[config.mk]
export PLATFORM = sky130hd
export DESIGN_NAME = replay_cmd_queue
export DESIGN_NICKNAME = d
export VERILOG_FILES = /design/src/rtl/replay_cmd_queue_pkg.sv /design/src/rtl/replay_cmd_queue_mem.sv /design/src/rtl/replay_cmd_queue.sv
export SDC_FILE = /design/constraint.sdc
export NUM_CORES = 1
export LEC_CHECK = 0
export CAP_MARGIN = 10
export CORE_MARGIN = 1.5
export CORE_UTILIZATION = 40
export CTS_CLUSTER_DIAMETER = 80
export CTS_CLUSTER_SIZE = 25
export DETAILED_ROUTE_END_ITERATION = 12
export PLACE_DENSITY = 0.56
export SYNTH_ARGS = -nofsm -noshare
export SYNTH_HDL_FRONTEND = slang
export SYNTH_HIERARCHICAL = 1
export SYNTH_SLANG_ARGS = --single-unit
[constraint.sdc]
create_clock -name clk -period 5.62 [get_ports clk]
set_clock_uncertainty 0.05 [all_clocks]
set_input_delay 1.405 -clock clk [delete_from_list [all_inputs] [get_ports clk]]
set_output_delay 1.405 -clock clk [all_outputs]
set_load 0.01 [all_outputs]
[src/rtl/replay_cmd_queue_pkg.sv]
// Shared types for the replay command queue: FSM state encoding and the
// integration-level command word type.
`ifndef PACKET_SIZE
`define PACKET_SIZE 32
`endif
`ifndef Max_replay_Iter
`define Max_replay_Iter 8
`endif

package replay_cmd_queue_pkg;

  typedef enum logic {
    IDLE   = 1'b0,
    WINDOW = 1'b1
  } replay_q_state_e;

  typedef logic [`PACKET_SIZE-1:0] com_packet;

endpackage

[src/rtl/replay_cmd_queue_mem.sv]
// DEPTH x DATA_W register array: one synchronous write port, one
// asynchronous read port; contents are deliberately not reset.
module replay_q_mem #(
  parameter int DATA_W = 32,
  parameter int DEPTH  = 16,
  localparam int AW    = $clog2(DEPTH)
) (
  input  logic              clk,
  input  logic              we_i,
  input  logic [AW-1:0]     waddr_i,
  input  logic [DATA_W-1:0] wdata_i,
  input  logic [AW-1:0]     raddr_i,
  output logic [DATA_W-1:0] rdata_o
);

  logic [DATA_W-1:0] mem_q [DEPTH];

  always_ff @(posedge clk) begin
    if (we_i) mem_q[waddr_i] <= wdata_i;
  end

  assign rdata_o = mem_q[raddr_i];

endmodule

[src/rtl/replay_cmd_queue.sv]
// FWFT command queue with a replay window: entries read inside the window stay
// held until the last iteration commits; writes are dropped while wfull.
`ifndef PACKET_SIZE
`define PACKET_SIZE 32
`endif
`ifndef Max_replay_Iter
`define Max_replay_Iter 8
`endif

module replay_cmd_queue
  import replay_cmd_queue_pkg::*;
#(
  parameter int DATA_W     = `PACKET_SIZE,
  parameter int DEPTH      = 16,
  parameter int MAX_REPLAY = `Max_replay_Iter,
  localparam int AW        = $clog2(DEPTH),
  localparam int PW        = AW + 1,
  localparam int IW        = (MAX_REPLAY > 1) ? $clog2(MAX_REPLAY) : 1,
  localparam int CW        = IW + 1
) (
  input  logic              clk,
  input  logic              reset,
  input  logic              winc,
  input  logic [DATA_W-1:0] wdata,
  output logic              wfull,
  input  logic              rinc,
  output logic [DATA_W-1:0] rdata,
  output logic              rvalid,
  input  logic              win_open,
  input  logic [CW-1:0]     win_iters,
  input  logic              replay,
  output logic              in_window,
  output logic [IW-1:0]     replay_iter,
  output logic              replay_done,
  output logic [PW-1:0]     count,
  output logic              window_err
);

  localparam logic [PW-1:0] P_ONE  = PW'(1);
  localparam logic [PW-1:0] P_FULL = PW'(DEPTH);
  localparam logic [CW-1:0] C_ONE  = CW'(1);
  localparam logic [IW-1:0] I_ONE  = IW'(1);

  replay_q_state_e state_q, state_d;
  logic [PW-1:0]   wr_q, wr_d, rd_q, rd_d, base_q, base_d, ws_q, ws_d;
  logic [PW-1:0]   rd_step;
  logic [CW-1:0]   iters_q, iters_d;
  logic [IW-1:0]   iter_q, iter_d;
  logic            done_q, done_d, err_q, err_d;
  logic            wr_en, rd_adv, last_iter;

  assign count       = wr_q - base_q;
  assign wfull       = (count == P_FULL);
  assign rvalid      = (rd_q != wr_q);
  assign in_window   = (state_q == WINDOW);
  assign replay_iter = iter_q;
  assign replay_done = done_q;
  assign window_err  = err_q;

  assign wr_en     = winc && !wfull;
  assign rd_adv    = rinc && rvalid;
  assign rd_step   = rd_adv ? (rd_q + P_ONE) : rd_q;
  assign last_iter = ({1'b0, iter_q} == (iters_q - C_ONE));

  always_comb begin
    state_d = state_q;
    wr_d    = wr_en ? (wr_q + P_ONE) : wr_q;
    rd_d    = rd_q;
    base_d  = base_q;
    ws_d    = ws_q;
    iters_d = iters_q;
    iter_d  = iter_q;
    done_d  = 1'b0;
    err_d   = err_q;
    unique case (state_q)
      IDLE: begin
        rd_d   = rd_step;
        base_d = rd_step;
        if (replay && !win_open) err_d = 1'b1;
        // The window starts at the pre-read pointer, so the entry being read
        // this cycle stays held rather than being freed.
        if (win_open) begin
          ws_d    = rd_q;
          base_d  = rd_q;
          iters_d = (win_iters == '0) ? C_ONE : win_iters;
          iter_d  = '0;
          state_d = WINDOW;
        end
      end
      WINDOW: begin
        base_d = ws_q;
        if (win_open) err_d = 1'b1;
        if (wfull && !rvalid) err_d = 1'b1;
        if (replay) begin
          if (last_iter) begin
            base_d  = rd_q;
            done_d  = 1'b1;
            iter_d  = '0;
            state_d = IDLE;
          end else begin
            rd_d   = ws_q;
            iter_d = iter_q + I_ONE;
          end
        end else begin
          rd_d = rd_step;
        end
      end
      default: state_d = IDLE;
    endcase
  end

  always_ff @(posedge clk) begin
    if (reset) begin
      state_q <= IDLE;
      wr_q    <= '0;
      rd_q    <= '0;
      base_q  <= '0;
      ws_q    <= '0;
      iters_q <= '0;
      iter_q  <= '0;
      done_q  <= 1'b0;
      err_q   <= 1'b0;
    end else begin
      state_q <= state_d;
      wr_q    <= wr_d;
      rd_q    <= rd_d;
      base_q  <= base_d;
      ws_q    <= ws_d;
      iters_q <= iters_d;
      iter_q  <= iter_d;
      done_q  <= done_d;
      err_q   <= err_d;
    end
  end

  replay_q_mem #(
    .DATA_W(DATA_W),
    .DEPTH (DEPTH)
  ) u_mem (
    .clk    (clk),
    .we_i   (wr_en),
    .waddr_i(wr_q[AW-1:0]),
    .wdata_i(wdata),
    .raddr_i(rd_q[AW-1:0]),
    .rdata_o(rdata)
  );

endmodule

==> impl_metrics.tcl <==
set metrics [dict create \
    drtAntennaViolNets 0 \
    cp.buffers_inverters 2 \
    rsz0062_at_grt "no" \
    htreeDepth 1 \
    die_area_mm2 0.0539 \
    p_per_area_mw_per_mm2 315 \
    cts_buffers 27 \
    outcome "finished, final reports clean" \
    synthSimpleGateAreaFrac 0.0317 \
    ir_drop_mv 0.231 \
    synth_mux_area_frac 0.141 \
    finalHoldViolations 0 \
    ctsHoldBuffers 0 \
    via_count 10200 \
    core_mm2 0.0516 \
    synth-edff-count 512 \
    cp_max_fo 35 \
    worst_pin_slew_ns 1.20 \
    fp.dieW_um 232 \
    yosys_warnings 6 \
    syn_avg_cell_area_um2 20.4 \
    num_rows 83 \
    grt_use_total 0.171 \
    post_cts_buffers 0 \
    wire_per_inst_um 25.0 \
    slew_viol_final 0 \
    synth_fa_ha_area_frac 0.00571 \
    setup_viol 0 \
    crit_chain "buf_12 -> mux4_2 -> a22oi_1 -> nand2_1 -> clkdlybuf4s50_1" \
    synth_top_family_by_area "multiplexers" \
    critPathKind "reg2out" \
    crit_slowest_cell "dfxtp_4" \
    area_growth_pct 12.5 \
    drc 0 \
    port_buffers 86 \
    die_h_um 232 \
    io_pins 87 \
    root_buffer "clkbuf_16" \
    synth.distinct_cells 59 \
    synth_seq_area_share 0.760 \
    ctsLongestPathBuffers 3 \
    period_minus_slack_ns 4.75 \
    dr.pass1.iters 4 \
    n_antenna_cell 0 \
    critical_path.endpoint_type "primary output" \
    ctsResizeCount 0 \
    dpl.cell_count 1774 \
    setup_tns_ns 0 \
    grt_pass1_vias 10700 \
    rrSetupSlack_ns 1.53 \
    clkTransAtPathRegs_ns 0.10 \
    async_flop_share 0 \
    via_per_inst 5.59 \
    gp_congestion 0.753 \
    routed_wl_um 45400 \
    drive_above_1_share 0.199 \
    synth.cell_area_mm2 0.0210 \
    p_leak_uw 0.00715 \
    grt_max_degree 52 \
    antenna_found_initial 0 \
    fmax_mhz 211 \
    crit_required_ns 4.16 \
    clock_sinks 542 \
    cpPeakStageDelay_ns 0.85 \
    dp_hpwl_um 25600 \
    post-route-period-util 0.844 \
    cts_tree "done" \
    cp-start-kind "register" \
    start_util 0.407 \
    cp.arrival_ns 3.29 \
    fin_worst_hold_slack_ns 0.432 \
    syn_nets 1082 \
    slew-limit-headroom 0.198 \
    drv_cap 0 \
    clkLatencyLatePin_ns 0.59 \
    final_cells 1818 \
    num-nets-final 1174 \
    synthFlopType "edfxtp_1" \
    drtIter0Drc 861 \
    synth_compound_area_frac 0.0399 \
    grt_first_pass_wirelength_um 68600 \
    grt_overflow 0 \
    cp_top_family "flip-flops" \
    synth_seq_cells 542 \
    syn_inst 1031 \
    synthXorXnorAreaFrac 0.00577 \
    hold_class "reg2reg" \
]
## per-stage QoR
| stage | instance area (um^2) | power, uW | setup WS [ns] | util |
|---|---|---|---|---|
| floorplan | 21000 | 5090 | 0.343 | - |
| global placement | 22900 | 5420 | 1.45 | 0.443 |
| detailed placement | 22900 | 5430 | 1.43 | 0.443 |
| CTS | 23700 | 7540 | 0.793 | 0.458 |
| global route | 23700 | 7720 | 0.695 | 0.458 |
| finish | 23700 | 7450 | 0.875 | 0.458 |
## power by group
part | internal (uW) | switching (uW)
registers | 4480 | 49.9
clock network | 899 | 1240
logic | 403 | 382
## metal layers
metal  routed length (um)  part of all wire  GRT usage
met4                  610             0.013     0.0306
met2                22000              0.48      0.280
met1                21000              0.46      0.252
met5                    0                 0          0
met3                 1750             0.039     0.0171
## cell families (layout without fill, tap and decap cells)
logic type | Yosys count | in the layout
compound gates | 118 | 118
xor+xnor | 13 | 13
mux | 135 | 135
fa+ha+maj | 9 | 9
simple gates | 144 | 144
flops | 542 | 542
buf+inv | 70 | 177
## synthesized netlist by cell type, types with 2 or more instances
| cell | n | share of area |
|---|---|---|
| buf_2 | 6 | 0.0014 |
| and2_1 | 3 | 0.00089 |
| mux4_2 | 128 | 0.14 |
| o21ai_0 | 5 | 0.0012 |
| a21o_1 | 2 | 0.00071 |
| nand3b_1 | 3 | 0.0011 |
| xor2_1 | 7 | 0.0029 |
| nand2_1 | 61 | 0.011 |
| a211oi_1 | 3 | 0.0011 |
| xnor2_1 | 5 | 0.0021 |
| o31ai_1 | 2 | 0.00071 |
| buf_4 | 11 | 0.0039 |
| nand4_1 | 5 | 0.0015 |
| clkbuf_1 | 23 | 0.0041 |
| edfxtp_1 | 512 | 0.73 |
| nor3_1 | 14 | 0.0033 |
| buf_6 | 4 | 0.0021 |
| a32oi_1 | 2 | 0.00083 |
| nor3b_1 | 2 | 0.00071 |
| a31oi_1 | 3 | 0.00089 |
| nor2b_1 | 5 | 0.0015 |
| nor2_1 | 35 | 0.0062 |
| mux2_2 | 4 | 0.0021 |
| buf_1 | 9 | 0.0016 |
| nand3_1 | 7 | 0.0017 |
| a21oi_1 | 20 | 0.0048 |
| mux2i_1 | 3 | 0.0014 |
| dfxtp_1 | 30 | 0.029 |
| inv_1 | 15 | 0.0027 |
| nand2b_1 | 2 | 0.00060 |
| a22oi_1 | 65 | 0.023 |
| ha_1 | 8 | 0.0048 |
## cell usage in the layout, fill, tap and decap left out, drive strengths merged, types with 3 or more instances in the layout
| master | instances |
|---|---|
| edfxtp | 512 |
| mux4 | 128 |
| clkdlybuf4s50 | 86 |
| a22oi | 65 |
| nand2 | 62 |
| nor2 | 35 |
| clkbuf | 32 |
| dfxtp | 30 |
| buf | 30 |
| a21oi | 21 |
| inv | 18 |
| nor3 | 14 |
| clkinv | 10 |
| ha | 8 |
| xor2 | 8 |
| nand3 | 7 |
| o21ai | 5 |
| xnor2 | 5 |
| nand4 | 5 |
| nor2b | 5 |
| mux2 | 4 |
| and2 | 4 |
| a211oi | 3 |
| nand3b | 3 |
| mux2i | 3 |
| a31oi | 3 |
## final timing paths
kind                         end  cells past startpoint     from
min                      ws_q[1]                      2  ws_q[1]
max                     rdata[3]                      5  rd_q[0]
min reg2reg              ws_q[1]                      2  ws_q[1]
max reg2reg  u_mem/mem_q[13][16]                     11  wr_q[0]
## cell type report
class,count,area [um^2]
fillers,4294,28000
flip-flops and latches,542,16000
multi-input cells,419,4840
repair buffers,116,1150
well taps,680,851
clock buffers,32,694
clock inverters,12,80.1
inverters,17,66.3
## flip-flops by register name, indices dropped and copies added (netlist names)
register     flops
iters_q          4
u_mem/mem_q    512
window_err       1
in_window        1
base_q           5
ws_q             5
rd_q             5
replay_iter      3
replay_done      1
wr_q             5
## worst reg2reg max path, delay by kind of cell (launching register included)
| kind | cells | cell delay [ns] |
|---|---|---|
| AND/OR/NAND/NOR | 3 | 1.75 |
| AO/OA/AOI/OAI | 3 | 0.55 |
| buffers and inverters | 2 | 0.20 |
| XOR/XNOR | 1 | 0.11 |
| adder cells (fa/ha/maj) | 2 | 0.59 |
| flip-flops | 1 | 0.45 |
No activity file was read; power rests on OpenSTA's default activity.
